==> src/rtl/ternary_neuron_seq_if.sv <==
// ---------------------------------------------------------------------------
// ternary_neuron_seq_if
// Bus bundle between the popcount stage and the ternary-neuron back end.
//   in_valid / in_ready        : beat handshake (producer -> neuron)
//   in_pc_pos / in_pc_neg      : 5-bit unsigned popcounts of one beat
//   in_last                    : final beat of the current neuron
//   thr_hi / thr_lo            : signed activation thresholds (ACC_W bits)
//   out_valid / out_ready      : result handshake (neuron -> consumer)
//   out_act / out_sum / out_ovf: ternary activation, final sum, limit flag
// Modports: master = producer/consumer side, slave = the neuron block.
// ---------------------------------------------------------------------------
interface ternary_neuron_seq_if #(
  parameter int ACC_W = 10
);
  logic                    in_valid;
  logic                    in_ready;
  logic [4:0]              in_pc_pos;
  logic [4:0]              in_pc_neg;
  logic                    in_last;
  logic signed [ACC_W-1:0] thr_hi;
  logic signed [ACC_W-1:0] thr_lo;
  logic                    out_valid;
  logic                    out_ready;
  logic [1:0]              out_act;
  logic signed [ACC_W-1:0] out_sum;
  logic                    out_ovf;

  modport master (
    output in_valid, in_pc_pos, in_pc_neg, in_last, thr_hi, thr_lo, out_ready,
    input  in_ready, out_valid, out_act, out_sum, out_ovf
  );

  modport slave (
    input  in_valid, in_pc_pos, in_pc_neg, in_last, thr_hi, thr_lo, out_ready,
    output in_ready, out_valid, out_act, out_sum, out_ovf
  );
endinterface

==> src/rtl/ternary_neuron_seq.sv <==
// ---------------------------------------------------------------------------
// ternary_neuron_seq
// Accumulates the signed difference of positive/negative popcounts over a
// variable number of beats, then thresholds the sum into a ternary
// activation (+1 = 2'b01, 0 = 2'b00, -1 = 2'b11) held until handed off.
//
// Ports:
//   clk  : clock, all state changes on the rising edge
//   rst  : synchronous active-high reset
//   bus  : ternary_neuron_seq_if.slave (beat input, thresholds, result output)
//
// Parameters:
//   ACC_W      : signed accumulator / sum / threshold width (>= 6)
//   MAX_CHUNKS : beats after which a neuron is finalised without in_last
//
// Build option:
//   TNEURON_ACC_SAT_EN : when defined the per-beat sum saturates at the
//                        ACC_W signed rails; otherwise it wraps.
// ---------------------------------------------------------------------------
module ternary_neuron_seq #(
  parameter int ACC_W      = 10,
  parameter int MAX_CHUNKS = 16
) (
  input logic                 clk,
  input logic                 rst,
  ternary_neuron_seq_if.slave bus
);

  localparam int CNT_W = $clog2(MAX_CHUNKS + 1);

  typedef enum logic [0:0] {
    ACCUM = 1'b0,
    DONE  = 1'b1
  } state_t;

  state_t                  state_r;
  state_t                  state_nxt_s;
  logic signed [ACC_W-1:0] acc_r;
  logic [CNT_W-1:0]        cnt_r;
  logic [1:0]              out_act_r;
  logic signed [ACC_W-1:0] out_sum_r;
  logic                    out_ovf_r;

  logic signed [6:0]       diff_s;
  logic signed [ACC_W-1:0] sum_next_s;
  logic [CNT_W-1:0]        cnt_inc_s;
  logic                    cnt_hit_s;
  logic                    accept_s;
  logic                    finalize_s;
  logic [1:0]              act_s;

  // Threshold rule: +1 is checked first so it wins when the ranges overlap.
  function automatic logic [1:0] act_fn(
    input logic signed [ACC_W-1:0] sum,
    input logic signed [ACC_W-1:0] hi,
    input logic signed [ACC_W-1:0] lo
  );
    logic [1:0] act;
    if (sum >= hi) begin
      act = 2'b01;
    end else if (sum < lo) begin
      act = 2'b11;
    end else begin
      act = 2'b00;
    end
    return act;
  endfunction

  // Both popcounts are unsigned; two zero bits make them safe signed operands.
  assign diff_s = $signed({2'b00, bus.in_pc_pos}) - $signed({2'b00, bus.in_pc_neg});

`ifdef TNEURON_ACC_SAT_EN
  // Clamp a one-bit-wider sum back into the ACC_W signed range.
  function automatic logic signed [ACC_W-1:0] sat_fn(
    input logic signed [ACC_W:0] wide
  );
    logic signed [ACC_W-1:0] res;
    if (wide[ACC_W] != wide[ACC_W-1]) begin
      if (wide[ACC_W]) begin
        res = {1'b1, {(ACC_W-1){1'b0}}};
      end else begin
        res = {1'b0, {(ACC_W-1){1'b1}}};
      end
    end else begin
      res = wide[ACC_W-1:0];
    end
    return res;
  endfunction

  logic signed [ACC_W:0] sum_wide_s;
  // One guard bit is enough: |diff| <= 31 never exceeds one ACC_W range.
  assign sum_wide_s = $signed({acc_r[ACC_W-1], acc_r}) + (ACC_W+1)'(diff_s);
  assign sum_next_s = sat_fn(sum_wide_s);
`else
  // Plain two's-complement wrap at ACC_W bits.
  assign sum_next_s = acc_r + ACC_W'(diff_s);
`endif

  assign cnt_inc_s = cnt_r + CNT_W'(1'b1);
  assign cnt_hit_s = (cnt_inc_s == CNT_W'(MAX_CHUNKS));
  assign act_s     = act_fn(sum_next_s, bus.thr_hi, bus.thr_lo);

  // in_ready depends only on state and rst, never on in_valid.
  assign bus.in_ready  = (state_r == ACCUM) && !rst;
  assign bus.out_valid = (state_r == DONE);
  assign bus.out_act   = out_act_r;
  assign bus.out_sum   = out_sum_r;
  assign bus.out_ovf   = out_ovf_r;

  // State register.
  always_ff @(posedge clk) begin
    if (rst) begin
      state_r <= ACCUM;
    end else begin
      state_r <= state_nxt_s;
    end
  end

  // Next-state decode plus beat accept / finalise strobes.
  always_comb begin
    state_nxt_s = state_r;
    accept_s    = 1'b0;
    finalize_s  = 1'b0;
    case (state_r)
      ACCUM: begin
        accept_s = bus.in_valid && !rst;
        if (accept_s && (bus.in_last || cnt_hit_s)) begin
          finalize_s  = 1'b1;
          state_nxt_s = DONE;
        end else begin
          state_nxt_s = ACCUM;
        end
      end
      DONE: begin
        if (bus.out_ready) begin
          state_nxt_s = ACCUM;
        end else begin
          state_nxt_s = DONE;
        end
      end
      default: begin
        state_nxt_s = ACCUM;
      end
    endcase
  end

  // Accumulator, beat counter and held result registers.
  always_ff @(posedge clk) begin
    if (rst) begin
      acc_r     <= '0;
      cnt_r     <= '0;
      out_act_r <= 2'b00;
      out_sum_r <= '0;
      out_ovf_r <= 1'b0;
    end else if (finalize_s) begin
      acc_r     <= '0;
      cnt_r     <= '0;
      out_act_r <= act_s;
      out_sum_r <= sum_next_s;
      out_ovf_r <= !bus.in_last;
    end else if (accept_s) begin
      acc_r     <= sum_next_s;
      cnt_r     <= cnt_inc_s;
      out_act_r <= out_act_r;
      out_sum_r <= out_sum_r;
      out_ovf_r <= out_ovf_r;
    end else begin
      acc_r     <= acc_r;
      cnt_r     <= cnt_r;
      out_act_r <= out_act_r;
      out_sum_r <= out_sum_r;
      out_ovf_r <= out_ovf_r;
    end
  end

endmodule

==> src/flat_wrapper.sv <==
// flat-port wrapper written by rule: the top's interface ports become plain ports
module ternary_neuron_seq_flat 
#(
  parameter int ACC_W      = 10,
  parameter int MAX_CHUNKS = 16
)
  (clk, rst, bus_in_valid, bus_in_pc_pos, bus_in_pc_neg, bus_in_last, bus_thr_hi, bus_thr_lo, bus_out_ready, bus_in_ready, bus_out_valid, bus_out_act, bus_out_sum, bus_out_ovf);
  ternary_neuron_seq_if #(.ACC_W(ACC_W)) bus_i ();
  input logic clk;
  input logic rst;
  input wire logic [$bits(bus_i.in_valid)-1:0] bus_in_valid;
  input wire logic [$bits(bus_i.in_pc_pos)-1:0] bus_in_pc_pos;
  input wire logic [$bits(bus_i.in_pc_neg)-1:0] bus_in_pc_neg;
  input wire logic [$bits(bus_i.in_last)-1:0] bus_in_last;
  input wire logic [$bits(bus_i.thr_hi)-1:0] bus_thr_hi;
  input wire logic [$bits(bus_i.thr_lo)-1:0] bus_thr_lo;
  input wire logic [$bits(bus_i.out_ready)-1:0] bus_out_ready;
  output wire logic [$bits(bus_i.in_ready)-1:0] bus_in_ready;
  output wire logic [$bits(bus_i.out_valid)-1:0] bus_out_valid;
  output wire logic [$bits(bus_i.out_act)-1:0] bus_out_act;
  output wire logic [$bits(bus_i.out_sum)-1:0] bus_out_sum;
  output wire logic [$bits(bus_i.out_ovf)-1:0] bus_out_ovf;
  assign bus_i.in_valid = bus_in_valid;
  assign bus_i.in_pc_pos = bus_in_pc_pos;
  assign bus_i.in_pc_neg = bus_in_pc_neg;
  assign bus_i.in_last = bus_in_last;
  assign bus_i.thr_hi = bus_thr_hi;
  assign bus_i.thr_lo = bus_thr_lo;
  assign bus_i.out_ready = bus_out_ready;
  assign bus_in_ready = bus_i.in_ready;
  assign bus_out_valid = bus_i.out_valid;
  assign bus_out_act = bus_i.out_act;
  assign bus_out_sum = bus_i.out_sum;
  assign bus_out_ovf = bus_i.out_ovf;
  ternary_neuron_seq #(.ACC_W(ACC_W), .MAX_CHUNKS(MAX_CHUNKS)) u_core (.clk(clk), .rst(rst), .bus(bus_i));
endmodule
==> config.mk <==
export PLATFORM = sky130hd
export DESIGN_NAME = ternary_neuron_seq_flat
export DESIGN_NICKNAME = d
export VERILOG_FILES = /design/src/rtl/ternary_neuron_seq_if.sv /design/src/rtl/ternary_neuron_seq.sv /design/src/flat_wrapper.sv
export SDC_FILE = /design/constraint.sdc
export NUM_CORES = 1
export LEC_CHECK = 0
export CAP_MARGIN = 5
export CORE_UTILIZATION = 35
export CTS_CLUSTER_DIAMETER = 40
export CTS_CLUSTER_SIZE = 30
export DETAILED_ROUTE_END_ITERATION = 6
export SETUP_SLACK_MARGIN = 0.05
export SLEW_MARGIN = 20
export SYNTH_ARGS = -nofsm -noshare
export SYNTH_HDL_FRONTEND = slang
export SYNTH_SLANG_ARGS = --single-unit
export TNS_END_PERCENT = 20
==> constraint.sdc <==
create_clock -name clk -period 5.9 [get_ports clk]
set_clock_uncertainty 0.15 [all_clocks]
set_input_delay 1.18 -clock clk [delete_from_list [all_inputs] [get_ports clk]]
set_output_delay 1.18 -clock clk [all_outputs]
set_load 0.05 [all_outputs]
==> impl_metrics.csv, run 1 <==
group,metric,value,unit
global_route,grt_max_degree,20,
finish,fin_area,0.002969,mm^2
finish,finalNetCount,398,
floorplan,coreArea,0.006350,mm^2
worst_setup_path,rrSetupSlack,2540,ps
worst_setup_path,critPathLaunchType,"primary input",
logic_synthesis,synthSimpleGateAreaFrac,0.1642,
sta,rsz0062_at_grt,"false",
placed_design,place_congestion,0.8340,
power,internal_power,463.4,uW
sta,setup_viol,0,
finish,n_antenna_cell,0,
drt,wl_per_cell,12.53,um
sta,post-route-period-util,0.9173,
sta,fmax,184.8,MHz
clock_network,cts_buffers,5,
global_route,grt_pass1_wl,8652,um
drt,drc_errors,0,
clock_network,cts_htree_levels,2,
drt,wl,5051,um
logic_synthesis,ys_top_cells_by_area,"dfxtp_1 25%, ha_1 19%, inv_1 6.4%",
logic_synthesis,synthTopCellsByCount,"39 x inv_1, 35 x ha_1, 29 x dfxtp_1",
sta,fin_crit,5412,ps
global_route,gr-usage-met1,0.1815,
power,pwr-share-seq,0.299,
global_route,grt_pass1_vias,2023,
logic_synthesis,synthArstFlopShare,0,
sta,whs,309.0,ps
finish,ff_latch_area,580.6,um^2
logic_synthesis,synth-xor-area-share,0.05728,
worst_setup_path,worstPathMaxFanout,4,
finish,multi_input_area,0.001524,mm^2
floorplan,row_count,29,
power,power.density,249.1,mW/mm^2
clock_network,cts.sinks,29,
sta,setup_tns,0,ps
placed_design,dpl.hpwl,4067,um
finish,fill_cells,615,
logic_synthesis,ys_types,48,
drt,drtAntennaViolNets,0,
clock_network,cts-root-buf,"clkbuf_8",
logic_synthesis,yosysSeqAreaShare,0.2531,
power,switching_power,276.1,uW
clock_network,clock_latency,280,ps
logic_synthesis,ys_warn_count,0,
run,cap_violations,0,
clock_network,cts_hold_buf,0,
global_route,grt.total_usage,0.1531,
power,pwr-share-comb,0.476,
placed_design,place_inst,396,
finish,syn_to_final_growth,29.46,%
floorplan,dieArea,0.006881,mm^2
sta,maxSlewHeadroom,0.4737,
drt,first_pass_iters,4,
logic_synthesis,synth_ff_type,"dfxtp_1",
logic_synthesis,synth_compound_gate_area_share,0.2002,
global_route,antenna_found_initial,0,
placed_design,postPlaceCellArea,0.002883,mm^2
logic_synthesis,avgSynthCellArea,8.494,um^2
logic_synthesis,synth.cell_area,0.002293,mm^2
worst_setup_path,crit_type,"in -> reg",
drt,routed_via_density,5.015,
sta,hold_viol_final,0,
clock_network,clk_pin_slew,60,ps
finish,final_cells,403,
worst_setup_path,required,5920,ps
logic_synthesis,postSynthCellCount,270,
logic_synthesis,synth_edf_count,0,
power,switching_share,0.3734,
logic_synthesis,synth.area.mux_share,0.03437,
drt,first_iter_violations,65,
worst_setup_path,arrival,5430,ps
logic_synthesis,synth_fa_ha_area_frac,0.2084,
floorplan,initial_core_util,0.3612,
global_route,grt_use_met3,0.03280,
global_route,use_met2,0.2750,
floorplan,die_y,82.95,um
logic_synthesis,synth_top_cell_by_area,"dfxtp_1",
logic_synthesis,synth_nets,342,
finish,drive_gt1_frac,0.1043,
floorplan,dieWidth,82.95,um
global_route,grt_busiest_layer,"met2",
clock_network,cts_tree,"built",
sta,worstMarginPinSlew,789.5,ps
logic_synthesis,ys_ff_latch,29,
logic_synthesis,synth_top_cell_area_share,0.2531,
power,finalPower,739.5,uW
sta,maxSlewViolCount,0,
drt,num_vias,2021,
status,outcome,"finished, final reports clean",
power,ir_drop,0.1560,mV
logic_synthesis,synthMostInstantiatedCell,"inv_1",
clock_network,cts_max_path_buffers,2,
floorplan,pin_count,50,
placed_design,port_buffers,49,
clock_network,post-cts-setup-buffer-count,0,
logic_synthesis,synth_top_family_by_area,"adder cells",
min_path,hp-class,"reg -> reg",
global_route,grt_overflow_total,0,
clock_network,post_cts_resize_count,0,
power,power_leakage,0.001299,uW
worst_setup_path,endpoint_kind,"register",
power,clkPwrFrac,0.225,
-- worst paths after layout --
path | depth (start not counted) | from | end
max reg2reg | 14 | u_core.acc_r[0] | u_core.bus.out_act[0]
min reg2reg | 2 | u_core.bus.out_valid | u_core.bus.out_valid
max | 18 | bus_in_pc_neg[1] | u_core.bus.out_act[0]
min | 2 | u_core.bus.out_valid | u_core.bus.out_valid
-- cells in the final DEF (no fill, tap or decap), types with 2 or more instances in the layout --
cell type,count
nand4_1,3
a211o_1,2
clkbuf_8,6
dfxtp_1,29
a21oi_2,7
nand3b_1,5
o21a_1,4
xor2_1,7
nor3_1,5
buf_4,6
inv_1,39
o21ai_0,13
a21o_1,4
nand3_1,3
nor2_2,3
a211oi_2,2
clkdlybuf4s50_1,49
nor2b_1,9
a21oi_1,11
ha_1,35
mux2_2,7
nand2_1,24
a211oi_1,3
fa_1,2
nor3b_1,2
xnor2_1,8
nor2_1,12
o31a_1,2
a31oi_1,5
-- worst max-delay path, stage by stage --
cell and delay (ps):
clkdlybuf4s50_1 460, inv_1 60, ha_1 280, nor2b_1 140, o31a_1 280, o21a_1 180
nor2_1 240, ha_1 340, a211o_1 310, o22a_1 210, a31oi_1 210, xor2_1 230
inv_1 90, ha_1 330, nand4_1 110, o21ai_0 190, mux2_2 370, o31a_1 240
-- cell type report --
type,instances,share of cell area
tap,77,0.03245
timing repair buffer,55,0.1804
multi-input combinational,196,0.5133
clock buffer,7,0.02908
inverter,39,0.04930
sequential,29,0.1955
-- through the flow --
step | util | setup WS (ps)
2_1_floorplan | - | 938.6
3_3_place_gp | 0.4540 | 289.5
3_5_place_dp | 0.4540 | 177.5
4_1_cts | 0.4676 | 476.3
5_1_grt | 0.4676 | 159.5
6_report | 0.4676 | 488.1
-- registers in the layout, summed over array words and instances (netlist names) --
register	count
u_core.bus.out_ovf	1
u_core.bus.out_act	2
u_core.cnt_r	5
u_core.bus.out_sum	10
u_core.acc_r	10
u_core.bus.out_valid	1
-- power by group through the flow --
stage	Clock, uW	Combinational (uW)	Sequential [uW]
after global placement	0	350	225
after floorplan	0	209	255
after detailed placement	0	356	225
after global routing	177	400	223
after CTS	170	357	221
final	166	352	221
-- kinds of logic after synthesis --
group                    count (synthesis)
AO/OA/AOI/OAI                           63
XOR/XNOR                                15
adder cells (fa/ha/maj)                 37
buffers and inverters                   45
flip-flops                              29
multiplexers                             7
AND/OR/NAND/NOR                         74
-- metal layers --
| metal | vias to the layer above | routed length [um] |
|---|---|---|
| met2 | 30 | 2474 |
| met1 | 939 | 2343 |
| met3 | 8 | 174 |
| met5 | - | 0 |
| li1 | 1044 | - |
| met4 | 0 | 58 |
No activity file was read; power rests on OpenSTA's default activity.
==> run 2, diff against run 1 <==
Settings changed: ABC_CLOCK_PERIOD_IN_PS from default to 5900, CAP_MARGIN 5 to default.
==> results of run 2 <==
No change in the layout: final DEF, timing and power equal those of run 1.
